==> config.mk <==
export PLATFORM = sky130hd
export DESIGN_NAME = traffic_phase_ctrl
export DESIGN_NICKNAME = d
export VERILOG_FILES = /design/src/rtl/traffic_phase_ctrl_pkg.sv /design/src/rtl/traffic_phase_ctrl_tick_gen.sv /design/src/rtl/traffic_phase_ctrl.sv
export SDC_FILE = /design/constraint.sdc
export NUM_CORES = 1
export LEC_CHECK = 0
export ABC_AREA = 1
export BUFFER_PORTS_ARGS = -buffer_cell sky130_fd_sc_hd__buf_2
export CAP_MARGIN = 20
export CELL_PAD_IN_SITES_DETAIL_PLACEMENT = 2
export CELL_PAD_IN_SITES_GLOBAL_PLACEMENT = 2
export CORE_MARGIN = 4
export CORE_UTILIZATION = 34
export CTS_BUF_LIST = sky130_fd_sc_hd__clkbuf_16
export DETAILED_ROUTE_END_ITERATION = 16
export PLACE_DENSITY_LB_ADDON = 0.2
export SYNTH_ARGS = -nofsm -noshare
export SYNTH_HDL_FRONTEND = slang
export SYNTH_SLANG_ARGS = --single-unit
==> constraint.sdc <==
create_clock -name sys_clk -period 2.5 [get_ports sys_clk]
set_clock_uncertainty 0.2 [all_clocks]
set_input_delay 0.5 -clock sys_clk [delete_from_list [all_inputs] [get_ports sys_clk]]
set_output_delay 0.5 -clock sys_clk [all_outputs]
set_load 0.02 [all_outputs]
==> src/rtl/traffic_phase_ctrl_pkg.sv <==
// Phase codes and duration lookup shared by the traffic phase controller.
// A phase code doubles as the LED-driver state value.
package traffic_pkg;

  typedef enum logic [3:0] {
    NS_LEFT       = 4'd0,
    NS_LEFT_FL    = 4'd1,
    NS_STRAIGHT   = 4'd2,
    NS_STRAIGHT_FL = 4'd3,
    NS_RIGHT      = 4'd4,
    NS_RIGHT_FL   = 4'd5,
    NS_YELLOW     = 4'd6,
    EW_LEFT       = 4'd7,
    EW_LEFT_FL    = 4'd8,
    EW_STRAIGHT   = 4'd9,
    EW_STRAIGHT_FL = 4'd10,
    EW_RIGHT      = 4'd11,
    EW_RIGHT_FL   = 4'd12,
    EW_YELLOW     = 4'd13,
    ALL_RED       = 4'hF
  } phase_e;

  localparam logic [3:0] PH_ILLEGAL = 4'hE;

  function automatic logic [5:0] phase_dur(input logic [3:0] ph,
                                           input logic [5:0] t_green,
                                           input logic [5:0] t_flash,
                                           input logic [5:0] t_yellow,
                                           input logic [5:0] t_allred);
    logic [5:0] d;
    case (ph)
      NS_LEFT, NS_STRAIGHT, NS_RIGHT,
      EW_LEFT, EW_STRAIGHT, EW_RIGHT:          d = t_green;
      NS_LEFT_FL, NS_STRAIGHT_FL, NS_RIGHT_FL,
      EW_LEFT_FL, EW_STRAIGHT_FL, EW_RIGHT_FL: d = t_flash;
      NS_YELLOW, EW_YELLOW:                    d = t_yellow;
      default:                                 d = t_allred;
    endcase
    return d;
  endfunction

  // All-red clearance and the last yellow both hand over to NS-left.
  function automatic logic [3:0] next_phase(input logic [3:0] ph);
    logic [3:0] n;
    case (ph)
      EW_YELLOW, ALL_RED: n = NS_LEFT;
      default:            n = ph + 4'd1;
    endcase
    return n;
  endfunction

endpackage

==> src/rtl/traffic_phase_ctrl_tick_gen.sv <==
// One-second prescaler: counts 0..TICK_CNT-1 while enabled, clear wins over enable.
module tick_gen #(
  parameter int TICK_CNT = 50_000_000
) (
  input  logic sys_clk,
  input  logic sys_rst_n,
  input  logic en,
  input  logic clr,
  output logic tick
);

  localparam int CW = (TICK_CNT > 1) ? $clog2(TICK_CNT) : 1;
  localparam logic [CW-1:0] LAST = CW'(TICK_CNT - 1);

  logic [CW-1:0] cnt_r;

  assign tick = en & (cnt_r == LAST);

  // Prescaler counter
  always_ff @(posedge sys_clk or negedge sys_rst_n) begin
    if (!sys_rst_n) begin
      cnt_r <= '0;
    end else if (clr) begin
      cnt_r <= '0;
    end else if (tick) begin
      cnt_r <= '0;
    end else if (en) begin
      cnt_r <= cnt_r + CW'(1);
    end else begin
      cnt_r <= cnt_r;
    end
  end

endmodule

==> src/rtl/traffic_phase_ctrl.sv <==
// Intersection phase sequencer with per-second countdown and emergency all-red hold.
// Illegal code 14 recovers through an all-red clearance.
module traffic_phase_ctrl
  import traffic_pkg::*;
#(
  parameter int TICK_CNT = 50_000_000,
  parameter int T_GREEN  = 15,
  parameter int T_FLASH  = 3,
  parameter int T_YELLOW = 3,
  parameter int T_ALLRED = 2
) (
  input  logic       sys_clk,
  input  logic       sys_rst_n,
  input  logic       en,
  input  logic       emerg,
  output logic [3:0] state,
  output logic [5:0] time_left,
  output logic       phase_done
);

  localparam bit CFG_OK = (T_GREEN  >= 1) && (T_GREEN  <= 63) &&
                          (T_FLASH  >= 1) && (T_FLASH  <= 63) &&
                          (T_YELLOW >= 1) && (T_YELLOW <= 63) &&
                          (T_ALLRED >= 1) && (T_ALLRED <= 63) &&
                          (TICK_CNT >= 1);

  if (!CFG_OK) begin : g_cfg_err
    $error("traffic_phase_ctrl: phase durations must be 1..63 and TICK_CNT >= 1");
  end

  localparam logic [5:0] D_GREEN  = 6'(T_GREEN);
  localparam logic [5:0] D_FLASH  = 6'(T_FLASH);
  localparam logic [5:0] D_YELLOW = 6'(T_YELLOW);
  localparam logic [5:0] D_ALLRED = 6'(T_ALLRED);

  logic [3:0] state_r, state_nxt_s;
  logic [5:0] time_left_r, time_left_nxt_s;
  logic       phase_done_r, phase_done_nxt_s;
  logic       tick_s, run_s, clr_s, hold_s;

  // Emergency hold is the only place time_left sits at zero.
  assign hold_s = (state_r == ALL_RED) && (time_left_r == 6'd0);

  // Prescaler control: any phase (re)load restarts the second boundary
  always_comb begin
    run_s = en & ~emerg;
    clr_s = emerg | hold_s | (state_r == PH_ILLEGAL);
  end

  tick_gen #(
    .TICK_CNT(TICK_CNT)
  ) u_tick_gen (
    .sys_clk  (sys_clk),
    .sys_rst_n(sys_rst_n),
    .en       (run_s),
    .clr      (clr_s),
    .tick     (tick_s)
  );

  // Next phase, countdown and change pulse
  always_comb begin
    state_nxt_s      = state_r;
    time_left_nxt_s  = time_left_r;
    phase_done_nxt_s = 1'b0;
    if (emerg) begin
      state_nxt_s      = ALL_RED;
      time_left_nxt_s  = 6'd0;
      phase_done_nxt_s = (state_r != ALL_RED);
    end else if (state_r == PH_ILLEGAL) begin
      state_nxt_s      = ALL_RED;
      time_left_nxt_s  = D_ALLRED;
      phase_done_nxt_s = 1'b1;
    end else if (hold_s) begin
      time_left_nxt_s  = D_ALLRED;
    end else if (tick_s) begin
      if (time_left_r > 6'd1) begin
        time_left_nxt_s = time_left_r - 6'd1;
      end else begin
        state_nxt_s      = next_phase(state_r);
        time_left_nxt_s  = phase_dur(next_phase(state_r), D_GREEN, D_FLASH,
                                     D_YELLOW, D_ALLRED);
        phase_done_nxt_s = 1'b1;
      end
    end else begin
      state_nxt_s = state_r;
    end
  end

  // Phase state registers
  always_ff @(posedge sys_clk or negedge sys_rst_n) begin
    if (!sys_rst_n) begin
      state_r      <= ALL_RED;
      time_left_r  <= D_ALLRED;
      phase_done_r <= 1'b0;
    end else begin
      state_r      <= state_nxt_s;
      time_left_r  <= time_left_nxt_s;
      phase_done_r <= phase_done_nxt_s;
    end
  end

  assign state      = state_r;
  assign time_left  = time_left_r;
  assign phase_done = phase_done_r;

endmodule

Yosys cells after proc, flatten, opt, wreduce, memory -nomap -nowiden
Memory sizes are Yosys's and may differ from the RTL's.
Cells that the tools add are included.
{"block": "totals", "regBits": 37, "out_inout_bits": 11, "ram_bits": 0, "latch_bits": 0, "rom_bits": 48, "mem_count": 1}
{"block": "op_classes", "mul": 0, "bitwise_logic": 5, "n_shift": 0, "n_mux": 21, "n_lt_le_gt_ge": 1, "div": 0, "add_sub_neg": 3, "eq_ne": 7, "n_reduce_logical": 7}
{"name": "(no name shown)", "words": 16, "word_bits": 3, "read_ports": 1, "rd_clocked_by_memory_dff": 0, "write_ports": 0, "line_no": "traffic_phase_ctrl_pkg.sv:31", "rtl": "case (ph)"}
{"operator": "2-to-1 mux 26 bit", "count": 3}
{"operator": "2-to-1 mux 4 bit", "count": 8}
{"operator": "2-to-1 mux 6 bit", "count": 5}
{"operator": "adder 26 x 1 -> 26 bit, second input constant", "count": 1}
{"operator": "== test 26 bit, second input constant", "count": 1}
{"operator": "== test 4 bit, second input constant", "count": 3}
{"operator": "> comparator 6 x 1 -> 1 bit, second input constant", "count": 1}
{"operator": "logical NOT 6 bit", "count": 1}
{"operator": "nonzero test 3 bit", "count": 2}
{"operator": "subtractor 6 x 1 -> 6 bit, second input constant", "count": 1}
{"operator": "2-to-1 mux 1 bit", "count": 5}
{"operator": "adder 4 x 1 -> 4 bit, second input constant", "count": 1}
{"operator": "!= test 4 bit, second input constant", "count": 1}
{"operator": "nonzero test 4 bit", "count": 1}
{"operator": "!= test 3 x 2 -> 1 bit, second input constant", "count": 1}
{"operator": "!= test 3 bit, second input constant", "count": 1}
{"operator": "AND reduction 3 bit", "count": 1}
{"operator": "AND 1 bit", "count": 2}
{"operator": "bitwise OR 1 bit", "count": 2}
{"operator": "OR reduction 2 bit", "count": 1}
{"operator": "logical AND 1 bit", "count": 1}
{"operator": "NOT 1 bit", "count": 1}

Longest topological paths before layout
Gate-level depths: netlist of the first run.
An unclocked memory read counts as a cell.
{"block": "depth", "ltp_word": 14, "mapped_depth": 12, "depth_no_buf": 11}

Hierarchy
From an unflattened synthesis of the first run, not the netlist that was laid out.
{"block": "unflattened", "hier_cells": 374, "hier_area_um2": 2688.8}
{"module": "tick_gen", "cells_each": 263, "n_inst": 1, "area_each_um2": 1823.0}
{"module": "traffic_phase_ctrl", "cells_each": 111, "n_inst": 1, "area_each_um2": 865.8}

Worst setup path before layout of the first run
No wires, ideal clock.
{"block": "synth_path", "path_type": "register to register", "startpoint": "register state_r[0], in the netlist state[0]", "endpoint": "register u_tick_gen.cnt_r[21]", "setup_ns": 0.119, "stages_incl_launch_ff": 11, "n_path_buf": 1, "period_less_slack_ns": 2.006, "t_arrival_ns": 1.687, "setup_slack_ns": 0.494, "cell_sequence": "dfstp_2 -> inv_1 -> ha_1 -> nand3_1 -> nand2_1 -> inv_2 -> nand3_4 -> buf_6 -> nand2_2 -> xor2_1 -> nor2_2"}
{"block": "synth_between", "elab_chain_cells": 5, "elab_cells_between_ends": 7, "cone_classes": "eq/ne: 2; mux: 1; bitwise: 2; reduce/logical: 2"}
{"element": "start: declaration", "line_no": "traffic_phase_ctrl.sv:36", "rtl": "logic [3:0] state_r, state_nxt_s;"}
{"element": "start signal: assignment", "line_no": "traffic_phase_ctrl.sv:96", "rtl": "state_r <= state_nxt_s;"}
{"element": "== test 4 bit", "line_no": "traffic_phase_ctrl.sv:42", "rtl": "assign hold_s = (state_r == ALL_RED) && (time_left_r == 6'd0);"}
{"element": "logical AND 1 bit", "line_no": "traffic_phase_ctrl.sv:42"}
{"element": "bitwise OR 1 bit", "line_no": "traffic_phase_ctrl.sv:47", "rtl": "clr_s = emerg | hold_s | (state_r == PH_ILLEGAL);"}
{"element": "bitwise OR 1 bit (*)", "line_no": "traffic_phase_ctrl.sv:47"}
{"element": "nonzero test 3 bit (no line) / 2-to-1 mux 26 bit (equally long branches)"}
{"element": "end signal: assignment", "line_no": "traffic_phase_ctrl_tick_gen.sv:28", "rtl": "cnt_r <= cnt_r + CW'(1);"}
{"element": "end signal: assignment", "line_no": "traffic_phase_ctrl_tick_gen.sv:30", "rtl": "cnt_r <= cnt_r;"}
{"element": "end: declaration", "line_no": "traffic_phase_ctrl_tick_gen.sv:15", "rtl": "logic [CW-1:0] cnt_r;"}
Every way passes the cells marked *; elsewhere a longest branch is shown, timed or not.
A chain may end at the register's enable or synchronous reset.

Worst setup path in the final report of the first run
{"block": "layout_path", "startpoint": "register state_r[0], in the netlist state[0]", "endpoint": "register u_tick_gen.cnt_r[10]"}
Same word-level chain as after synthesis.

==> results.py, run 1 <==
metrics = {
    "sta": {
        "hold_viol_final": 0,
        "min_period_ns": 2.25,
        "fin_crit_sh_pct": 90.0,
        "setup_viol": 0,
        "maxSlewViolCount": 0,
        "tightestPinTransition_ns": 0.535,
        "relSlewSlack_pct": 64.3,
        "grt_setup_unrepaired": "no",
        "layout_setup_ws_ns": 0.250,
        "max_freq_ghz": 0.445,
        "timing.setup.tns_ns": 0,
    },
    "clock_tree": {
        "cts_tree": "done",
        "htreeDepth": 2,
        "cts.repair.resized": 0,
        "cts_setup_buffers": 0,
        "ctsHoldBuffers": 0,
        "insertion_delay_ns": 0.28,
        "cts-root-buf": "clkbuf_16",
        "cts_made_buffers": 5,
        "clk_pin_slew_ns": 0.06,
        "cts_buffer_depth": 2,
        "cts_sinks": 37,
    },
    "floorplan": {
        "ioPinCount": 15,
        "dieWidth_um": 95.1,
        "core-area_sq_um": 7330,
        "dieArea_sq_um": 9040,
        "rows": 31,
        "initial_core_util_pct": 35.2,
        "die_h_um": 95.1,
    },
    "layout": {
        "drive_above_1_share_pct": 14.1,
        "final_util_pct": 40.0,
        "fin_area_sq_um": 2940,
        "insertedDiodeCount": 0,
        "final_nets": 414,
        "area_growth_pct": 13.8,
    },
    "job": {
        "cap_viol_max_count": 0,
    },
    "power_and_ir_drop": {
        "power_density_nw_per_um2": 592,
        "ir_drop_v": 0.000382,
        "p_leak_nw": 1.45,
    },
    "setup_path": {
        "setup.worst_path.class": "reg -> reg",
        "worstPathRequired_ns": 2.51,
        "worstReg2RegStart": "state[0]",
        "start_kind": "register",
        "cp-end-kind": "register",
        "arrival_ns": 2.26,
        "startpoint": "state[0]",
        "crit_fanout": 17,
    },
    "routing": {
        "viasPerCell": 4.99,
        "route.detailed.drc": 0,
        "wl_per_cell_um": 16.2,
        "antenna_left": 0,
        "dr.pass1.iters": 4,
        "wirelength_um": 8180,
        "drt_iter0_drc": 56,
        "vias": 2513,
    },
    "synthesis": {
        "syn_avg_cell_area_sq_um": 6.72,
        "synth_area_leaders": "dfrtp_1, nand2_1, nor2_1",
        "yosysTopAreaCell": "dfrtp_1",
        "synth_most_common_cell": "nand2_1",
        "synth_commonest_cells": "nand2_1, nor2_1, inv_1",
        "yosysSeqAreaShare_pct": 36.1,
        "ys_types": 32,
        "synth_top_area_share_pct": 31.1,
        "synth_seq_cells": 37,
        "synth-edff-count": 0,
        "synth_area_sq_um": 2580,
        "syn_nets": 394,
        "syn_inst": 384,
        "synth_warnings": 0,
        "ys.flop_type": "dfrtp_1",
        "synthArstFlopShare_pct": 100,
    },
    "global_route": {
        "first_global_vias": 2815,
        "grt.total_usage_pct": 20.0,
        "antenna_found_initial": 0,
        "grt_pass1_wl_um": 13900,
        "grt_start_max_net_pins": 38,
        "overflow": 0,
    },
    "placed_design": {
        "place.gp.congestion": 0.785,
        "postPlaceCellArea_sq_um": 2770,
        "hpwl_um": 6070,
        "io_buffers": 14,
        "pre_cts_ws_ns": 0.174,
    },
    "run_status": {
        "status": "finished clean",
    },
    "min_path": {
        "min_path_type": "in -> async",
    },
}
==> path summary, 6_finish.rpt <==
kind / endpoint / slack, ns / depth (start not counted)
max: u_tick_gen.cnt_r[10] / 0.25 / 11
min in group sys_clk: state[0] / 0.31 / 2
max reg2reg: u_tick_gen.cnt_r[10] / 0.25 / 11
min: u_tick_gen.cnt_r[2] / 0.09 / 2
max in group asynchronous: time_left[1] / 1.64 / 2
min reg2reg: state[0] / 0.31 / 2
==> flip-flops by register name, summed over array words and instances (netlist names) <==
name,count
time_left,6
u_tick_gen.cnt_r,26
phase_done,1
state,4
==> logic make-up after synthesis <==
| logic type | synth area share [%] |
|---|---|
| XOR/XNOR | 1.70 |
| adder cells (fa/ha/maj) | 2.91 |
| AND/OR/NAND/NOR | 42.8 |
| AO/OA/AOI/OAI | 5.58 |
| buffers and inverters | 10.9 |
| flip-flops | 36.1 |
==> through the flow <==
step           hold slack [ns]  power (mW)  cells
6_report                0.0878        1.74    504
5_1_grt                  0.119        1.84    504
4_1_cts                  0.101        1.77    504
3_5_place_dp             0.309        1.01    496
3_3_place_gp             0.306        1.00    496
2_1_floorplan          0.00441       0.915    384
==> routing by layer <==
layer	part of all wire (%)	GRT usage [%]
met2	50	35.0
met4	1.2	4.45
met3	2.2	2.92
met5	0	0
met1	47	26.1
==> power by group <==
part	switching (mW)	internal (mW)	leakage, nW
sequential	0.0161	0.621	0.498
combinational	0.259	0.103	0.867
clock	0.268	0.469	0.0852
total	0.544	1.19	1.45
==> critical path, cell delays in order, from the launching register on <==
cell and delay [ns]:
dfstp_2 0.57, inv_1 0.09, ha_1 0.20, nand3_1 0.09
nand2_1 0.10, inv_2 0.15, nand2_2 0.11, inv_4 0.12
nand2_4 0.14, inv_6 0.18, o21ai_0 0.12, nor2_1 0.10
==> area by class of cell <==
cell class | instances | area (sq um)
Fill cell | 900 | 4400
Inverter | 58 | 225
Clock inverter | 3 | 42.5
Sequential cell | 37 | 932
Clock buffer | 5 | 125
Multi-Input combinational cell | 283 | 1370
Timing Repair Buffer | 19 | 120
Tap cell | 99 | 124
==> cell usage in the layout, fill, tap and decap left out, types with 3 or more instances in the layout <==
cell | Yosys | routed
dfstp_2 | 5 | 5
dfrtp_1 | 32 | 32
a21oi_1 | 10 | 10
clkbuf_16 | 0 | 5
inv_2 | 3 | 3
nand4_1 | 11 | 11
nand3_1 | 32 | 32
nor2_1 | 60 | 60
nand2_1 | 108 | 108
ha_1 | 6 | 6
nand2_2 | 6 | 6
xor2_1 | 3 | 3
buf_2 | 1 | 14
buf_4 | 1 | 4
o21ai_0 | 16 | 16
nor3_1 | 7 | 7
nor2_2 | 7 | 7
inv_1 | 53 | 54
No activity file was read; power rests on OpenSTA's default activity.
==> run 2: changes to the inputs <==
--- a/config.mk
+++ b/config.mk
@@ -10,6 +10,7 @@
 export CAP_MARGIN = 20
 export CELL_PAD_IN_SITES_DETAIL_PLACEMENT = 2
 export CELL_PAD_IN_SITES_GLOBAL_PLACEMENT = 2
+export CORE_ASPECT_RATIO = 2
 export CORE_MARGIN = 4
 export CORE_UTILIZATION = 34
 export CTS_BUF_LIST = sky130_fd_sc_hd__clkbuf_16
==> run 2 against run 1 <==
Hold slack got worse by 0.016 ns. Clock power increased by 2%. Critical path depth unchanged. Die area increased by 0.93%. Sequential share of layout area decreased by 0.35 points. Combinational power increased by 11%. Cell count unchanged.
==> results.py, run 2 (synthesis results as in run 1) <==
metrics = {
    "clock_tree": {
        "cts_tree": "done",
        "clk_pin_slew_ns": 0.07,
        "cts-root-buf": "clkbuf_16",
        "htreeDepth": 2,
        "ctsHoldBuffers": 0,
        "cts_made_buffers": 5,
        "cts_buffer_depth": 2,
        "cts_sinks": 37,
        "insertion_delay_ns": 0.30,
    },
    "sta": {
        "tightestPinTransition_ns": 0.534,
        "relSlewSlack_pct": 64.4,
        "fin_crit_sh_pct": 91.4,
        "maxSlewViolCount": 0,
        "hold_viol_final": 0,
        "timing.setup.tns_ns": 0,
        "max_freq_ghz": 0.438,
        "setup_viol": 0,
        "min_period_ns": 2.29,
        "layout_setup_ws_ns": 0.215,
        "grt_setup_unrepaired": "no",
    },
    "global_route": {
        "first_global_vias": 3027,
        "grt_start_max_net_pins": 38,
        "grt.total_usage_pct": 20.7,
        "overflow": 0,
        "antenna_found_initial": 0,
        "grt_pass1_wl_um": 15000,
    },
    "power_and_ir_drop": {
        "finalPower_mw": 1.79,
        "ir_drop_v": 0.000376,
        "power_density_nw_per_um2": 603,
        "p_leak_nw": 1.47,
    },
    "routing": {
        "wirelength_um": 9250,
        "wl_per_cell_um": 18.4,
        "route.detailed.drc": 0,
        "antenna_left": 0,
        "viasPerCell": 5.26,
        "dr.pass1.iters": 4,
        "drt_iter0_drc": 75,
        "vias": 2652,
    },
    "setup_path": {
        "startpoint": "state[0]",
        "worstReg2RegStart": "state[0]",
        "cp_slowest_stage_delay_ns": 0.58,
        "path_cells": "inv_1, ha_1, nand3_1, nand2_1, inv_2, nand2_2, inv_4, nand2_4, inv_6, o21ai_0, nor2_1",
        "start_kind": "register",
        "worstPathRequired_ns": 2.52,
        "arrival_ns": 2.30,
        "cp-end-kind": "register",
        "setup.worst_path.class": "reg -> reg",
        "cp_slowest_cell": "dfstp_2",
        "crit_fanout": 17,
    },
    "run_status": {
        "status": "finished clean",
    },
    "placed_design": {
        "hpwl_um": 6850,
        "pre_cts_ws_ns": 0.158,
        "place.gp.congestion": 0.840,
        "io_buffers": 14,
    },
    "layout": {
        "regMostFlops": "u_tick_gen.cnt_r",
        "final_cell_mix": "nand2_1, nor2_1, inv_1, nand3_1, dfrtp_1",
        "insertedDiodeCount": 0,
        "layout_commonest_cell": "nand2_1",
        "fillers": 924,
        "final_util_pct": 40.5,
        "largest_reg_flops": 26,
        "drive_above_1_share_pct": 15.5,
        "final_nets": 421,
        "area_growth_pct": 15.1,
    },
    "floorplan": {
        "ioPinCount": 15,
        "die_h_um": 131,
        "dieArea_sq_um": 9130,
        "initial_core_util_pct": 35.2,
        "rows": 44,
        "core-area_sq_um": 7320,
        "dieWidth_um": 69.6,
    },
    "min_path": {
        "min_path_type": "in -> async",
    },
    "job": {
        "cap_viol_max_count": 0,
    },
}
-- run 2: power breakdown --
part	total (mW)	leakage [nW]	switching [mW]	internal [mW]
Combinational	0.403	0.890	0.284	0.118
Clock	0.750	0.0775	0.282	0.468
Sequential	0.637	0.498	0.0163	0.621
-- run 2: final timing paths --
path	endpoint	slack, ns	depth (start not counted)
setup / recovery	u_tick_gen.cnt_r[10]	0.21	11
hold / removal	phase_done	0.07	2
setup reg to reg	u_tick_gen.cnt_r[10]	0.21	11
hold reg to reg	state[0]	0.32	2
max in group asynchronous	u_tick_gen.cnt_r[12]	1.66	2
min in group sys_clk	state[0]	0.32	2
-- run 2: worst max-delay path: cells and delay by family, from the launching register on --
| kind | cells | cell delay (ns) |
|---|---|---|
| buffers and inverters | 4 | 0.56 |
| DFF | 1 | 0.58 |
| adders and majority gates | 1 | 0.20 |
| AOI/OAI and AO/OA | 1 | 0.12 |
| and+or+nand+nor | 5 | 0.53 |
-- run 2: cell type report --
type                       count  area (sq um)  area share [%]
clock buffer                   5           125            4.22
clock inverter                 3          41.3            1.39
inverter                      58           225            7.59
multi-input combinational    284          1380            46.4
sequential                    37           932            31.4
tap                           92           115            3.88
timing repair buffer          25           153            5.14
-- run 2: timing repair --
action / in CTS / in global routing
resized for setup: 0 / 1
setup endpoints to repair: 0 / 6
buffers inserted: 0 / 7
-- run 2: per-layer routing --
metal | track usage, % | share of wire, % | up-vias
li1 | - | - | 1257
met1 | 19.7 | 35 | 1352
met2 | 43.1 | 61 | 30
met3 | 2.60 | 1.7 | 13
met4 | 7.17 | 1.9 | 0
met5 | 0 | 0 | -
-- run 2: through the flow --
step,hold WS (ns),area [sq um],instances
after floorplan,0.00441,2580,384
after global placement,0.294,2740,488
after detailed placement,0.302,2740,488
after CTS,0.0882,2900,496
after global routing,0.131,2970,504
final,0.0722,2970,504
==> run 3: changes to the inputs <==
--- a/config.mk
+++ b/config.mk
@@ -5,14 +5,13 @@
 export SDC_FILE = /design/constraint.sdc
 export NUM_CORES = 1
 export LEC_CHECK = 0
-export ABC_AREA = 1
 export BUFFER_PORTS_ARGS = -buffer_cell sky130_fd_sc_hd__buf_2
 export CAP_MARGIN = 20
 export CELL_PAD_IN_SITES_DETAIL_PLACEMENT = 2
 export CELL_PAD_IN_SITES_GLOBAL_PLACEMENT = 2
 export CORE_ASPECT_RATIO = 2
 export CORE_MARGIN = 4
-export CORE_UTILIZATION = 34
+export CORE_UTILIZATION = 38
 export CTS_BUF_LIST = sky130_fd_sc_hd__clkbuf_16
 export DETAILED_ROUTE_END_ITERATION = 16
 export PLACE_DENSITY_LB_ADDON = 0.2
==> run 3 against run 2 <==
Total power shrank 23%. Synthesized cell count shrank 39%. Routed wire length shrank 15%. Design area shrank 9.1%. Non-clock buffer count grew 24. Clock-buffer cell count is the same. Setup slack lost 0.21 ns. Clock power shrank 19%. Global-route usage grew 2.3 points. Highest routed layer unchanged.
==> results.py, run 3 <==
metrics = {
    "placed_design": {
        "io_buffers": 14,
        "hpwl_um": 5320,
        "placedCellCount": 330,
        "place.gp.congestion": 0.775,
        "pre_cts_ws_ns": -0.143,
        "postPlaceCellArea_sq_um": 2480,
    },
    "clock_tree": {
        "cts_tree": "done",
        "htreeDepth": 2,
        "cts_buffer_depth": 2,
        "clk_pin_slew_ns": 0.06,
        "ctsHoldBuffers": 0,
        "cts_made_buffers": 5,
        "cts-root-buf": "clkbuf_16",
        "cts_sinks": 37,
        "insertion_delay_ns": 0.29,
    },
    "synthesis": {
        "ys.flop_type": "dfrtp_1",
        "synth_area_leaders": "dfrtp_1, dfstp_2, xor2_1",
        "yosysSeqAreaShare_pct": 43.3,
        "synth_top_area_share_pct": 37.2,
        "synth_seq_cells": 37,
        "synth_warnings": 0,
        "syn_nets": 244,
        "synth-edff-count": 0,
        "synthArstFlopShare_pct": 100,
        "synth_area_sq_um": 2150,
        "syn_inst": 234,
        "yosysTopAreaCell": "dfrtp_1",
        "syn_avg_cell_area_sq_um": 9.21,
        "synth_commonest_cells": "dfrtp_1, nor2_1, nand2_1",
        "ys_types": 47,
    },
    "global_route": {
        "grt_pass1_wl_um": 11700,
        "first_global_vias": 2300,
        "overflow": 0,
        "antenna_found_initial": 0,
        "grt.total_usage_pct": 23.0,
        "grt_start_max_net_pins": 36,
    },
    "layout": {
        "regMostFlops": "u_tick_gen.cnt_r",
        "drive_above_1_share_pct": 25.9,
        "layout_commonest_cell": "buf_4",
        "layoutNonFillerInstCount": 346,
        "fin_area_sq_um": 2700,
        "largest_reg_flops": 26,
        "insertedDiodeCount": 0,
        "final_nets": 295,
        "area_growth_pct": 25.1,
        "final_cell_mix": "buf_4, nor2_1, dfrtp_1, nand2_1, nand3_1",
        "final_util_pct": 49.3,
    },
    "floorplan": {
        "dieWidth_um": 61.2,
        "initial_core_util_pct": 39.4,
        "dieArea_sq_um": 7010,
        "rows": 38,
        "ioPinCount": 15,
        "die_h_um": 114,
        "core-area_sq_um": 5470,
    },
    "sta": {
        "relSlewSlack_pct": 46.4,
        "tightestPinTransition_ns": 0.805,
        "setup_viol": 0,
        "layout_setup_ws_ns": 0.00250,
        "min_period_ns": 2.50,
        "hold_viol_final": 0,
        "whs_ns": 0.0961,
        "maxSlewViolCount": 0,
        "fin_crit_sh_pct": 99.9,
        "grt_setup_unrepaired": "yes",
        "max_freq_ghz": 0.400,
        "timing.setup.tns_ns": 0,
    },
    "routing": {
        "viasPerCell": 5.94,
        "route.detailed.drc": 0,
        "drt_iter0_drc": 48,
        "wirelength_um": 7860,
        "antenna_left": 0,
        "wl_per_cell_um": 22.7,
        "dr.pass1.iters": 4,
        "vias": 2055,
    },
    "power_and_ir_drop": {
        "finalPower_mw": 1.38,
        "ir_drop_v": 0.000490,
        "p_leak_nw": 1.17,
        "power_density_nw_per_um2": 512,
    },
    "setup_path": {
        "arrival_ns": 2.51,
        "setup.worst_path.class": "reg -> reg",
        "crit_fanout": 4,
        "worstPathRequired_ns": 2.51,
        "start_kind": "register",
        "cp-end-kind": "register",
    },
    "job": {
        "cap_viol_max_count": 0,
    },
    "run_status": {
        "status": "finished clean",
    },
    "min_path": {
        "min_path_type": "in -> async",
    },
}
==> run 3: cell types whose count changed in the layout (fill, tap and decap cells not counted), sizes merged, moves of 6 or more <==
cell / delta
inv: -45
nand3: -18
xor2: +12
nor3: -8
or3: +6
o21ai: -7
buf: +24
nor2: -36
nand2: -96
==> run 3: what timing repair did <==
action,4_1_cts,5_1_grt
pin swaps,0,6
gates resized for setup,2,5
cloned,0,1
setup buffers,1,6
setup endpoints to repair,4,31
==> run 3: cell type report <==
cell class / instances / area [sq um]
fillers: 595 / 2770
multi-input cells: 181 / 1170
flip-flops and latches: 37 / 932
repair buffers: 49 / 345
clock buffers: 5 / 125
well taps: 60 / 75.1
inverters: 11 / 41.3
clock inverters: 3 / 11.3
==> run 3: worst paths after layout <==
kind / start / to / slack, ns / cells after the start
max in group asynchronous: sys_rst_n / state[0] / 1.36 / 2
setup reg to reg: u_tick_gen.cnt_r[9] / time_left[1] / 0.002 / 5
setup / recovery: u_tick_gen.cnt_r[9] / time_left[1] / 0.002 / 5
hold reg to reg: u_tick_gen.cnt_r[6] / u_tick_gen.cnt_r[6] / 0.36 / 2
hold / removal: sys_rst_n / u_tick_gen.cnt_r[5] / 0.1 / 1
min in group sys_clk: u_tick_gen.cnt_r[6] / u_tick_gen.cnt_r[6] / 0.36 / 2
==> run 3: routing by layer <==
layer / share of wire (%) / track usage, %
met3: 1.6 / 3.84
met4: 4.8 / 12.6
met1: 35 / 23.2
met2: 59 / 41.9
met5: 0 / 0
==> run 3: worst max-delay path, stage by stage (launching register included) <==
cell	delay, ns
dfrtp_1	0.43
or4_4	0.57
nor4_4	0.42
nand3_2	0.21
nand2b_1	0.23
mux2_2	0.36
==> run 3: logic make-up (layout without fill, tap and decap cells) <==
| kind of cell | count (synthesis) | after routing | synth area share [%] |
|---|---|---|---|
| buffers and inverters | 17 | 68 | 3.77 |
| DFF | 37 | 37 | 43.3 |
| xor gates and xnor gates | 20 | 20 | 8.13 |
| muxes | 2 | 2 | 0.987 |
| and+or+nand+nor | 117 | 118 | 29.7 |
| AOI/OAI and AO/OA | 35 | 35 | 10.7 |
| adders and majority gates | 6 | 6 | 3.48 |
==> run 3: report_power, final <==
part / switching, mW / internal (mW)
clock: 0.247 / 0.359
combinational: 0.104 / 0.0572
sequential: 0.00492 / 0.607
